### src/rtl/tick_gen_pkg.sv
// Shared constants, channel state type and width helper for prog_tick_gen.
// No logic; timing is set by the modules that import it.
package tick_gen_pkg;

  localparam int unsigned ONE_SEC_PERIOD  = 100_000_000;
  localparam int unsigned DEBOUNCE_PERIOD = 2_000_000;   // 20 ms at 100 MHz
  localparam int unsigned SCAN_PERIOD     = 100_000;     // 1 ms display/keypad scan

  typedef enum logic {
    RUN  = 1'b0,
    HALT = 1'b1
  } ch_state_e;

  // Channel-select width; a single-channel build still gets a 1-bit select.
  function automatic int ch_w(input int n);
    return (n <= 1) ? 1 : $clog2(n);
  endfunction

endpackage

### src/rtl/tick_gen_channel.sv
// One divider channel: counter, active/shadow period, registered tick and square wave.
// Latency: outputs are registered, one edge after the counter state; no backpressure (load is gated upstream by pending).
module tick_gen_channel
  import tick_gen_pkg::*;
#(
  parameter int               CNT_W      = 27,
  parameter logic [CNT_W-1:0] RST_PERIOD = CNT_W'(ONE_SEC_PERIOD)
) (
  input  logic             clk,
  input  logic             rst_n,
  input  logic             en,
  input  logic             clr,
  input  logic             load,
  input  logic [CNT_W-1:0] load_val,
  output logic             tick,
  output logic             sq,
  output logic             pending
);

  logic [CNT_W-1:0] cnt, cnt_nxt;
  logic [CNT_W-1:0] period, period_nxt;
  logic [CNT_W-1:0] shadow, shadow_nxt;
  logic             pend_nxt, tick_nxt, sq_nxt;
  logic             wrap, swap;
  ch_state_e        state;

  always_ff @(posedge clk or negedge rst_n) begin
    if (!rst_n) begin
      cnt     <= '0;
      period  <= RST_PERIOD;
      shadow  <= RST_PERIOD;
      pending <= 1'b0;
      tick    <= 1'b0;
      sq      <= 1'b0;
    end else begin
      cnt     <= cnt_nxt;
      period  <= period_nxt;
      shadow  <= shadow_nxt;
      pending <= pend_nxt;
      tick    <= tick_nxt;
      sq      <= sq_nxt;
    end
  end

  always_comb begin
    state      = (period == '0) ? HALT : RUN;
    wrap       = (cnt == period - CNT_W'(1));
    swap       = 1'b0;
    cnt_nxt    = cnt;
    period_nxt = period;
    shadow_nxt = shadow;
    pend_nxt   = pending;
    tick_nxt   = 1'b0;
    sq_nxt     = sq;

    if (clr) begin
      cnt_nxt = '0;
      sq_nxt  = 1'b0;
      swap    = pending;
    end else if (en) begin
      if (state == HALT) begin
        cnt_nxt = '0;
        sq_nxt  = 1'b0;
        swap    = pending;
      end else if (wrap) begin
        cnt_nxt  = '0;
        tick_nxt = 1'b1;
        swap     = pending;
      end else begin
        cnt_nxt = cnt + CNT_W'(1);
      end
    end

    // New period only ever lands on a boundary, so no short or long period is emitted.
    if (swap) begin
      period_nxt = shadow;
      pend_nxt   = 1'b0;
    end

    if (en && !clr && state == RUN) begin
      sq_nxt = (cnt_nxt >= (period_nxt >> 1));
    end

    if (load) begin
      shadow_nxt = load_val;
      pend_nxt   = 1'b1;
    end
  end

endmodule

### src/rtl/prog_tick_gen.sv
// NUM_CH programmable tick/square-wave channels plus a free-running counter bus.
// Latency: tick/sq/cfg_err registered; cfg_ready is combinational and refuses writes to a channel with a pending period.
module prog_tick_gen
  import tick_gen_pkg::*;
#(
  parameter int          NUM_CH         = 4,
  parameter int          CNT_W          = 27,
  parameter int unsigned DEFAULT_PERIOD = ONE_SEC_PERIOD,
  parameter int          FREE_W         = 24
) (
  input  logic                      clk,
  input  logic                      rst_n,
  input  logic                      en,
  input  logic                      clr,
  input  logic                      cfg_we,
  input  logic [ch_w(NUM_CH)-1:0]   cfg_ch,
  input  logic [CNT_W-1:0]          cfg_period,
  output logic                      cfg_ready,
  output logic                      cfg_err,
  output logic [NUM_CH-1:0]         pending,
  output logic [NUM_CH-1:0]         tick,
  output logic [NUM_CH-1:0]         sq,
  output logic [FREE_W-1:0]         free_cnt
);

  localparam int CH_W = ch_w(NUM_CH);

  logic [NUM_CH-1:0] load;

  // Out-of-range selects match no channel, so they are never ready.
  always_comb begin
    cfg_ready = 1'b0;
    load      = '0;
    for (int i = 0; i < NUM_CH; i++) begin
      if (cfg_ch == CH_W'(i)) begin
        cfg_ready = !pending[i];
        load[i]   = cfg_we && !pending[i];
      end
    end
  end

  for (genvar g = 0; g < NUM_CH; g++) begin : g_ch
    tick_gen_channel #(
      .CNT_W      (CNT_W),
      .RST_PERIOD (CNT_W'(DEFAULT_PERIOD))
    ) u_ch (
      .clk      (clk),
      .rst_n    (rst_n),
      .en       (en),
      .clr      (clr),
      .load     (load[g]),
      .load_val (cfg_period),
      .tick     (tick[g]),
      .sq       (sq[g]),
      .pending  (pending[g])
    );
  end

  always_ff @(posedge clk or negedge rst_n) begin
    if (!rst_n) begin
      cfg_err  <= 1'b0;
      free_cnt <= '0;
    end else begin
      cfg_err <= cfg_we && !cfg_ready;
      if (clr) begin
        free_cnt <= '0;
      end else if (en) begin
        free_cnt <= free_cnt + FREE_W'(1);
      end
    end
  end

endmodule

### config.mk
export PLATFORM = sky130hd
export DESIGN_NAME = prog_tick_gen
export DESIGN_NICKNAME = d
export VERILOG_FILES = /design/src/rtl/tick_gen_pkg.sv /design/src/rtl/tick_gen_channel.sv /design/src/rtl/prog_tick_gen.sv
export SDC_FILE = /design/constraint.sdc
export NUM_CORES = 1
export LEC_CHECK = 0
export ABC_AREA = 1
export CAP_MARGIN = 20
export CORE_MARGIN = 2
export CORE_UTILIZATION = 50
export DETAILED_ROUTE_END_ITERATION = 6
export MAX_ROUTING_LAYER = met4
export PLACE_DENSITY = 0.67
export SYNTH_ARGS = -nofsm -noshare
export SYNTH_HDL_FRONTEND = slang
export SYNTH_SLANG_ARGS = --single-unit
### constraint.sdc
create_clock -name clk -period 4.9 [get_ports clk]
set_input_delay 0.98 -clock clk [delete_from_list [all_inputs] [get_ports clk]]
set_output_delay 0.98 -clock clk [all_outputs]
set_load 0.05 [all_outputs]
==> flow_metrics.tcl <==
set metrics [dict create \
    setup.worst_path.start_class "flop" \
    synth_area_leaders "dfrtp_1 (27%), nand2_1 (15%), dfstp_2 (10%)" \
    core-area_mm2 0.0486 \
    dp_hpwl_um 56800 \
    clkPwrFrac_pct 25.5 \
    ant_nets 0 \
    cts_buffers 42 \
    synthArstFlopShare_pct 100 \
    tightest_slew_ns 0.863 \
    drive_gt1_share_pct 8.34 \
    rsz0062_at_grt "no" \
    hold_path_class "input pin to asynchronous set/reset pin" \
    yosysSeqAreaShare_pct 37.4 \
    wl_per_cell_um 18.2 \
    dp.cells 4048 \
    leakage_nw 13.5 \
    comb_power_share_pct 39.8 \
    io_pins 72 \
    worstReg2RegStart "g_ch[2].u_ch.period[4]" \
    gr-total-overflow 0 \
    grt_pass1_wl_um 120000 \
    period_share_pct 93.6 \
    syn_inst 3429 \
    gp_congestion 1.03 \
    nets 3640 \
    setup_viol 0 \
    track_usage_pct 30.9 \
    synth_top_area_share_pct 27.1 \
    end_kind "flop" \
    ys_seq_elements 361 \
    drt_pass1_iterations 6 \
    maxSlewHeadroom_pct 42.4 \
    row_count 81 \
    vias_per_cell 5.55 \
    io_buffers 71 \
    wl_um 75800 \
    die_x_um 225 \
    drv_cap 0 \
    clk_latency_ns 0.59 \
    initial_core_util_pct 50.4 \
    synth_ff_type "dfrtp_1" \
    timing.rr.end "g_ch[2].u_ch.sq" \
    avgSynthCellArea_um2 7.14 \
    final_util_pct 56.7 \
    worst-path-stages 26 \
    h-tree-depth 2 \
    antenna_found_initial 3 \
    ir_drop_uv 291 \
    num_vias 23000 \
    grt_max_degree 93 \
    cts_tree "done" \
    required_ns 5.36 \
    p_sw_mw 5.73 \
    crit_type "flop to flop" \
    p_per_area_mw_per_mm2 486 \
    synth_cell_types 53 \
    crit_slowest_cell "dfrtp_1" \
    skew_ns 0.0192 \
    synth_edf_count 0 \
    cts_root_buffer "clkbuf_16" \
    netSwitchingFraction_pct 42.8 \
    cts_sinks 361 \
    final_cell_mix "nand2_1 (951), inv_1 (455), nor2_1 (330)" \
    netlist_area_mm2 0.0245 \
    synth_top_cell_by_area "dfrtp_1" \
    dieArea_mm2 0.0508 \
    cts_buffer_depth 3 \
    status "finished clean" \
    cp_max_fo 7 \
    regToRegSetupSlack_ns 0.31 \
    fp.dieH_um 225 \
    hold_viol_final 0 \
    slew_violations 0 \
    cp_common_cell "nand2_1" \
    stdcell_count 4152 \
    first_iter_violations 1957 \
    syn2layout_area_growth_pct 12.5 \
    drc 0 \
    share_seq_of_total_power_pct 34.7 \
    critPathMaxStageDelay_ns 0.47 \
    finalCriticalPeriod_ns 4.59 \
    syn_nets 3576 \
    r2r_cells 26 \
    clock.fmax_mhz 218 \
    crit_arrival_ns 5.05 \
    internal_power_mw 7.66 \
    clk_pin_slew_ns 0.06 \
    critPathBufInv 2 \
    final_common_cell "nand2_1" \
    cp_top_family "simple AND/OR/NAND/NOR gates" \
    ys_warn_count 0 \
    power.total_mw 13.4 \
    first_global_vias 21900 \
]
## synth_stat cells (all sizes together) (2+ instances only)
master	n
o22ai	29
nand2	957
clkinv	2
dfstp	96
o21a	8
nand4	157
xnor2	40
and3	2
or3	2
a31oi	4
ha	113
nand3	176
nor2	351
nand3b	15
xor2	150
o2111ai	3
inv	461
nor3b	4
and3b	2
buf	52
dfrtp	265
o21bai	8
a21oi	77
or2	8
o21ai	271
o211ai	2
clkbuf	69
nor3	71
o31ai	4
nor4	21
## routing by layer
metal	GRT usage, %	vias to the layer above	routed length [um]
met4	10.9	0	2790
met3	3.79	156	5210
li1	-	11200	-
met5	-	-	0
met1	42.9	10900	34100
met2	46.8	788	33700
## timing repair
item                       in CTS  in global routing
resized for setup               0                 23
setup endpoints to repair       0                  3
hold buffers                    0                  0
setup buffers                   0                 20
## power by group through the flow
stage / logic, mW / registers (mW) / clock network (mW)
floorplan: 3.95 / 4.32 / 0
global placement: 5.06 / 4.65 / 0
detailed placement: 5.18 / 4.66 / 0
CTS: 5.21 / 4.62 / 3.47
global route: 6.09 / 4.74 / 3.58
finish: 5.33 / 4.65 / 3.41
## flip-flops by register name, summed over array words and instances, names as in the netlist
signal             count
g_ch.u_ch.sq           4
free_cnt              24
g_ch.u_ch.shadow     108
g_ch.u_ch.tick         4
g_ch.u_ch.pending      4
g_ch.u_ch.period     108
g_ch.u_ch.cnt        108
cfg_err                1
## layout make-up
type	instances	area (um2)
Antenna cell	4	10.0
Clock buffer	55	1160
Clock inverter	22	315
Fill cell	4707	21100
Inverter	463	1740
Multi-Input combinational cell	2486	13100
Sequential cell	361	9160
Tap cell	622	778
Timing Repair Buffer	139	1350
## per-stage QoR
stage / setup slack, ns / hold WS [ns] / setup TNS [ns] / instance area [um2]
after floorplan: 1.19 / 0.442 / 0 / 24500
after global placement: -0.0164 / 0.461 / -0.0164 / 25800
after detailed placement: 0.0825 / 0.465 / 0 / 25800
after CTS: 0.0892 / 0.442 / 0 / 27300
after global routing: 0.000530 / 0.479 / 0 / 27600
final: 0.314 / 0.403 / 0 / 27600
## worst max path at each step
stage,from,to,slack (ns)
floorplan,en,g_ch[0].u_ch.sq,1.19
global placement,en,g_ch[2].u_ch.sq,-0.02
detailed placement,en,g_ch[2].u_ch.sq,0.08
CTS,g_ch[2].u_ch.period[0],g_ch[2].u_ch.sq,0.09
global route,g_ch[2].u_ch.period[4],g_ch[2].u_ch.sq,0.0005
finish,g_ch[2].u_ch.period[4],g_ch[2].u_ch.sq,0.31
## kinds of logic after synthesis
group                      after synthesis  share of synthesized area (%)
DFF                                    361                           37.4
xor gates and xnor gates               190                           6.79
adders and majority gates              113                           5.77
AOI/OAI and AO/OA                      412                           8.94
buffers and inverters                  584                           9.72
and+or+nand+nor                       1769                           31.4
Note: power is estimated with default switching activity, not from simulation.
